==> config.mk <==
export PLATFORM = sky130hd
export DESIGN_NAME = hb_dec_stream_fifo
export DESIGN_NICKNAME = d
export VERILOG_FILES = /design/src/rtl/hb_dec_stream_fifo.sv
export SDC_FILE = /design/constraint.sdc
export NUM_CORES = 1
export LEC_CHECK = 0
export ABC_AREA = 1
export CAP_MARGIN = 20
export CORE_MARGIN = 3
export CORE_UTILIZATION = 60
export DETAILED_ROUTE_END_ITERATION = 8
export DONT_BUFFER_PORTS = 1
export PLACE_DENSITY = 0.74
export SLEW_MARGIN = 20
export SYNTH_ARGS = -nofsm -noshare
export SYNTH_HDL_FRONTEND = slang
export SYNTH_SLANG_ARGS = --single-unit
==> constraint.sdc <==
create_clock -name clk -period 2.51 [get_ports clk]
set_input_delay 0.502 -clock clk [delete_from_list [all_inputs] [get_ports clk]]
set_output_delay 0.502 -clock clk [all_outputs]
set_load 0.05 [all_outputs]
==> src/rtl/hb_dec_stream_fifo.sv <==
// Stream FIFO behind the half-band decimator: it captures strobed samples and drops them on
// overflow, because the decimator cannot stall. Defining HB_FIFO_DROP_CNT_EN adds drop_cnt.
module hb_dec_stream_fifo #(
    parameter int unsigned DATA_W    = 16,
    parameter int unsigned DEPTH     = 16,
    parameter int unsigned FRAME_LEN = 64
) (
    input  logic                     clk,
    input  logic                     reset_n,
    input  logic [DATA_W-1:0]        in_data,
    input  logic                     in_valid,
    output logic [DATA_W-1:0]        out_data,
    output logic                     out_valid,
    input  logic                     out_ready,
    output logic                     out_last,
    output logic [$clog2(DEPTH):0]   level,
`ifdef HB_FIFO_DROP_CNT_EN
    output logic [15:0]              drop_cnt,
`endif
    output logic                     ovf,
    input  logic                     clr_ovf
);

    localparam int unsigned PtrW   = $clog2(DEPTH);
    localparam int unsigned FrameW = (FRAME_LEN > 1) ? $clog2(FRAME_LEN) : 1;

    localparam logic [PtrW-1:0]   PtrOne    = 1;
    localparam logic [PtrW:0]     LevelOne  = 1;
    localparam logic [PtrW:0]     LevelFull = DEPTH[PtrW:0];
    localparam logic [FrameW-1:0] FrameOne  = 1;
    localparam logic [FrameW-1:0] FrameMax  = FrameW'(FRAME_LEN - 1);

    logic [DATA_W-1:0] mem_q [DEPTH];
    logic [PtrW-1:0]   wr_ptr_q, wr_ptr_d;
    logic [PtrW-1:0]   rd_ptr_q, rd_ptr_d;
    logic [PtrW:0]     level_q, level_d;
    logic [FrameW-1:0] frame_cnt_q, frame_cnt_d;
    logic              ovf_q, ovf_d;

    logic rd_fire;
    logic full;
    logic wr_en;
    logic drop;

    assign out_valid = (level_q != '0);
    assign rd_fire   = out_valid && out_ready;
    assign full      = (level_q == LevelFull);
    // A full FIFO still takes a write when the head leaves in the same cycle.
    assign wr_en     = in_valid && (!full || rd_fire);
    assign drop      = in_valid && full && !rd_fire;

    always_comb begin
        wr_ptr_d    = wr_ptr_q;
        rd_ptr_d    = rd_ptr_q;
        level_d     = level_q;
        frame_cnt_d = frame_cnt_q;
        ovf_d       = ovf_q;

        if (wr_en) begin
            wr_ptr_d = wr_ptr_q + PtrOne;
        end
        if (rd_fire) begin
            rd_ptr_d    = rd_ptr_q + PtrOne;
            frame_cnt_d = (frame_cnt_q == FrameMax) ? '0 : frame_cnt_q + FrameOne;
        end

        unique case ({wr_en, rd_fire})
            2'b10:   level_d = level_q + LevelOne;
            2'b01:   level_d = level_q - LevelOne;
            default: level_d = level_q;
        endcase

        // Set wins over clear.
        if (drop) begin
            ovf_d = 1'b1;
        end else if (clr_ovf) begin
            ovf_d = 1'b0;
        end
    end

    always_ff @(posedge clk or negedge reset_n) begin
        if (!reset_n) begin
            wr_ptr_q    <= '0;
            rd_ptr_q    <= '0;
            level_q     <= '0;
            frame_cnt_q <= '0;
            ovf_q       <= 1'b0;
        end else begin
            wr_ptr_q    <= wr_ptr_d;
            rd_ptr_q    <= rd_ptr_d;
            level_q     <= level_d;
            frame_cnt_q <= frame_cnt_d;
            ovf_q       <= ovf_d;
        end
    end

    // Storage needs no reset; level gates every read.
    always_ff @(posedge clk) begin
        if (wr_en) begin
            mem_q[wr_ptr_q] <= in_data;
        end
    end

    assign out_data = out_valid ? mem_q[rd_ptr_q] : '0;
    assign out_last = out_valid && (frame_cnt_q == FrameMax);
    assign level    = level_q;
    assign ovf      = ovf_q;

`ifdef HB_FIFO_DROP_CNT_EN
    logic [15:0] drop_cnt_q, drop_cnt_d;

    always_comb begin
        drop_cnt_d = drop_cnt_q;
        if (clr_ovf) begin
            drop_cnt_d = drop ? 16'd1 : 16'd0;
        end else if (drop && (drop_cnt_q != 16'hFFFF)) begin
            drop_cnt_d = drop_cnt_q + 16'd1;
        end
    end

    always_ff @(posedge clk or negedge reset_n) begin
        if (!reset_n) begin
            drop_cnt_q <= '0;
        end else begin
            drop_cnt_q <= drop_cnt_d;
        end
    end

    assign drop_cnt = drop_cnt_q;
`endif

endmodule
# After elaboration in Yosys (flattened, before gate mapping)
# Memory sizes are Yosys's and may differ from the RTL's.
# Index checks and enable logic that the tools add are counted.
word_totals:
  register_bits: 20
  latch_bits: 0
  ramBits: 256
  mem_bits_ro: 0
  in_bits: 21
  output_inout_bits: 24
  word_cells: 33
  mem_count: 1
op_classes:
  n_addsub: 5
  n_mul: 0
  n_div: 0
  n_lt_le_gt_ge: 0
  n_eq_ne: 4
  shifts: 0
  muxes: 7
  bitwise_logic: 0
  reduce_logical: 11
mem_list:
  columns: ["name", "words", "width", "rd", "rd_ports_with_merged_regs", "write_ports", "line_no", "source"]
  rows:
  - ["mem_q", 16, 16, 1, 0, 1, "33", "logic [DATA_W-1:0] mem_q [DEPTH];"]
op_table:
  columns: ["op", "n"]
  rows:
  - ["16-bit 2-to-1 mux", 1]
  - ["5-bit case mux with 2 select lines", 1]
  - ["4-bit by 1-bit adder with 4-bit output, second input constant", 2]
  - ["6-bit by 1-bit adder with 6-bit output, second input constant", 1]
  - ["6-bit == test, second input constant", 1]
  - ["6-bit 2-to-1 mux", 1]
  - ["5-bit by 1-bit adder with 5-bit output, second input constant", 1]
  - ["5-bit == test, second input constant", 1]
  - ["1-bit logical AND", 5]
  - ["5-bit nonzero test", 1]
  - ["5-bit by 1-bit subtractor with 5-bit output, second input constant", 1]
  - ["1-bit 2-to-1 mux", 4]
  - ["2-bit nonzero test", 2]
  - ["2-bit by 1-bit == test with 1-bit output, second input constant", 1]
  - ["2-bit == test, second input constant", 1]
  - ["1-bit zero test", 2]
  - ["1-bit logical OR", 1]

# Longest topological paths before layout
logic_depth:
  word_depth: 6
  ltp_mapped: 14
  depth_no_buf: 14

# Worst setup path after synthesis
# Ideal clock, no wire load.
synth_timing:
  kind: "reg-to-output"
  start: "reg level_q[0], in the netlist level[0]"
  end: "out out_data[10]"
  arrival_ns: 2.351
  required_ns: 2.008
  slack_ns: -0.343
  stages_incl_launch_ff: 6
  path_buffers: 1
  cell_sequence: "dfrtp_1 > nor2_1 > nand3_2 > inv_1 > clkbuf_1 > a21oi_1"
synth_between:
  elab_chain_cells: 2
synth_rtl:
  columns: ["element", "line_no", "source"]
  rows:
  - ["start: declaration", "36", "logic [PtrW:0] level_q, level_d;"]
  - ["start signal: assignment", "91", "level_q <= level_d;"]
  - ["5-bit nonzero test", "45", "assign out_valid = (level_q != '0);"]
  - ["named net out_valid", "13", "output logic out_valid,"]
  - ["16-bit 2-to-1 mux", "104", "assign out_data = out_valid ? mem_q[rd_ptr_q] : '0;"]
  - ["end: declaration", "12", "output logic [DATA_W-1:0] out_data,"]
# The timed path passes the listed nets, and every way through them passes these cells.

# Final worst setup path
layout_timing:
  start: "reg rd_ptr_q[0]"
  end: "out out_data[0]"
layout_between:
  elab_chain_cells: 2
layout_rtl:
  columns: ["element", "line_no", "source"]
  rows:
  - ["start: declaration", "35", "logic [PtrW-1:0] rd_ptr_q, rd_ptr_d;"]
  - ["start signal: assignment", "90", "rd_ptr_q <= rd_ptr_d;"]
  - ["memory read 16 x 16 bit", null, null]
  - ["16-bit 2-to-1 mux", "104", null]
# No other way between the ends.

==> flow_summary.ini <==
[status]
status = complete, but fails checks
violations = negative setup slack

[setup_path]
crit_path_start_kind = flip-flop
r2r_cells = 13
crit_path_end_kind = output port
cp.required_ns = 2.01
critPathMaxStageDelay_ns = 0.55
arrival_ns = 2.36
r2r_slack_ns = 0.53
crit_type = flip-flop to output port
slowest_stage = dfrtp_4
r2r_end = level[4]
crit_buf_inv = 3
worstPathCellList = clkinv_8 -> clkbuf_16 -> o21ai_0 -> o221ai_1 -> nand3_1 -> a21oi_2 -> buf_6
crit_family = flip-flops
cp_max_fo = 11
timing.rr.start = level[1]

[clock_network]
cts_root_buf = clkbuf_16
clock_path_buffers = 3
cts.sinks = 276
cts_tree = yes
worst_setup_hold_path_clk_slew_ns = 0.06
cts_buffers = 28
clock_latency_ns = 0.54
htree_levels = 1

[power_and_ir_drop]
power.leakage_nw = 4.63
power_per_cell_area_mw_per_mm2 = 1380
ir_worst_vdd_v = 0.00128

[layout]
area_growth_pct = 20.5
final_cell_mix = 256 x edfxtp_1, 156 x nor2_1, 113 x o21ai_0
antennaDiodeCount = 0
fin_util_pct = 74.2
nets = 953
post-route-cell-area_mm2 = 0.0134
layout_commonest_cell = edfxtp_1
drive_gt1_share_pct = 19.2

[route]
vias = 7805
vias_per_cell = 6.65
dr_wl_met2_um = 14800
wirelength_um = 30700
wl_met1_um = 11200
firstDrtPassIters = 6
topRoutingLayerUsed = met4
post_drt_wl_per_cell_um = 26.1
drtIter0Drc = 1000
ant_nets = 0
met3_length_um = 3610
drc_errors = 0

[sta]
slew_viol_final = 0
worst_slack_ns = -0.353
setup_violations = 16
rsz0062_at_grt = yes
fin_crit_sh_pct = 114
fmaxAchievable_ghz = 0.349
min_period_ns = 2.86
hold_viol = 0
fin_skew_ns = 0.0161
worst_slew_pin_slew_ns = 0.495
relSlewSlack_pct = 67.0

[floorplan]
ios = 45
dieArea_mm2 = 0.0202
row_count = 49
start_util_pct = 61.5
core-area_mm2 = 0.0181
die_w_um = 142
die_h_um = 142

[placed_design]
place_area_mm2 = 0.0120
place_hpwl_um = 15500
gp_congestion = 0.885
io_buffers = 0

[synthesis]
async_reset_ff_share_pct = 7.25
ys_types = 29
syn-cell-area_mm2 = 0.0111
synth.top_cells.by_area = edfxtp_1 69%, nor2_1 5.9%, o21ai_0 5.8%
synthDominantCellAreaShare_pct = 69.1
yosys.area.top_type = edfxtp_1
synth-seq-area-share_pct = 73.6
avgSynthCellArea_um2 = 12.9
syn_inst = 862
synth_edf_count = 256
ys_seq_elements = 276
synthFlopType = edfxtp_1
synthesis.nets = 890
yosys_warnings = 0

[grt]
grt-ovfl-total = 0
grt_pass1_wl_um = 42900
grt_pass1_vias = 7594
grt_max_degree = 61
gr-usage-all-layers_pct = 28.0
antenna_found_initial = 0

[job]
drv_cap = 0

[min_path]
min_from = in_data[5]
hold_path.class = primary input to flip-flop
hold_depth = 0
holdPathEnd = mem_q[14][5]
## through the flow
| stage | instances | hold slack [ns] | total power [W] | TNS (ns) | worst slack [ns] |
|---|---|---|---|---|---|
| 4_1_cts | 1159 | 0.0493 | 0.0174 | -4.62 | -0.335 |
| 5_1_grt | 1174 | 0.0461 | 0.0191 | -5.40 | -0.389 |
| 2_1_floorplan | 862 | 0.206 | 0.0105 | -1.70 | -0.138 |
| 3_3_place_gp | 1102 | 0.207 | 0.0129 | 0 | 0.296 |
| 3_5_place_dp | 1102 | 0.207 | 0.0131 | 0 | 0.228 |
| 6_report | 1174 | 0.0554 | 0.0185 | -4.55 | -0.353 |
## Yosys cell counts (all sizes together) (2+ instances only)
| library cell | n |
|---|---|
| inv | 27 |
| edfxtp | 256 |
| xnor2 | 2 |
| nor3 | 2 |
| nand4 | 7 |
| a21oi | 17 |
| buf | 19 |
| o221ai | 40 |
| nand2 | 40 |
| o21ai | 149 |
| nor2 | 177 |
| xor2 | 9 |
| o22ai | 25 |
| clkbuf | 34 |
| dfrtp | 20 |
| nand3 | 29 |
| ha | 7 |
## state kept, by name, summed over array words and instances (netlist names)
signal / cells
level: 5
mem_q: 256
wr_ptr_q: 4
rd_ptr_q: 4
ovf: 1
frame_cnt_q: 6
## logic make-up (layout without fill, tap and decap cells)
group | count (synthesis) | count (layout) | share of synthesized area (%)
flops | 276 | 276 | 73.6
simple gates | 256 | 256 | 9.46
compound gates | 232 | 232 | 12.1
buf+inv | 80 | 163 | 3.25
xor+xnor | 11 | 11 | 0.866
fa+ha+maj | 7 | 7 | 0.787
## metal layers
metal	vias up	track usage (%)
li1	3323	-
met1	3825	39.3
met2	563	45.0
met3	94	4.44
met4	0	10.6
met5	-	0
## area by class of cell
type	instances	area, um2
Clock buffer	43	808
Clock inverter	7	33.8
Fill cell	1041	4670
Inverter	27	116
Multi-Input combinational cell	506	2780
Sequential cell	276	8190
Tap cell	229	287
Timing Repair Buffer	86	1200
## worst max path at each step
stage | startpoint | to | slack [ns] | cells past startpoint
2_1_floorplan | level[0] | out_data[0] | -0.14 | 4
3_3_place_gp | rd_ptr_q[0] | out_data[13] | 0.30 | 7
3_5_place_dp | rd_ptr_q[0] | out_data[0] | 0.23 | 7
4_1_cts | rd_ptr_q[0] | out_data[8] | -0.34 | 9
5_1_grt | rd_ptr_q[0] | out_data[13] | -0.39 | 9
6_report | rd_ptr_q[0] | out_data[0] | -0.35 | 7
## report_power, final
part	switching [W]	internal [W]
sequential	0.000280	0.00562
combinational	0.00543	0.00329
clock	0.00167	0.00220
total	0.00737	0.0111
## what timing repair did
action                                 in CTS  in global routing
gates cloned                                4                 10
endpoints found under the hold margin      20                 20
pin swaps                                   2                 30
resized for setup                          11                 57
hold buffers                                1                  1
setup buffers                               2                  4
setup endpoints to repair                  16                 16
Note: power is estimated with default switching activity, not from simulation.
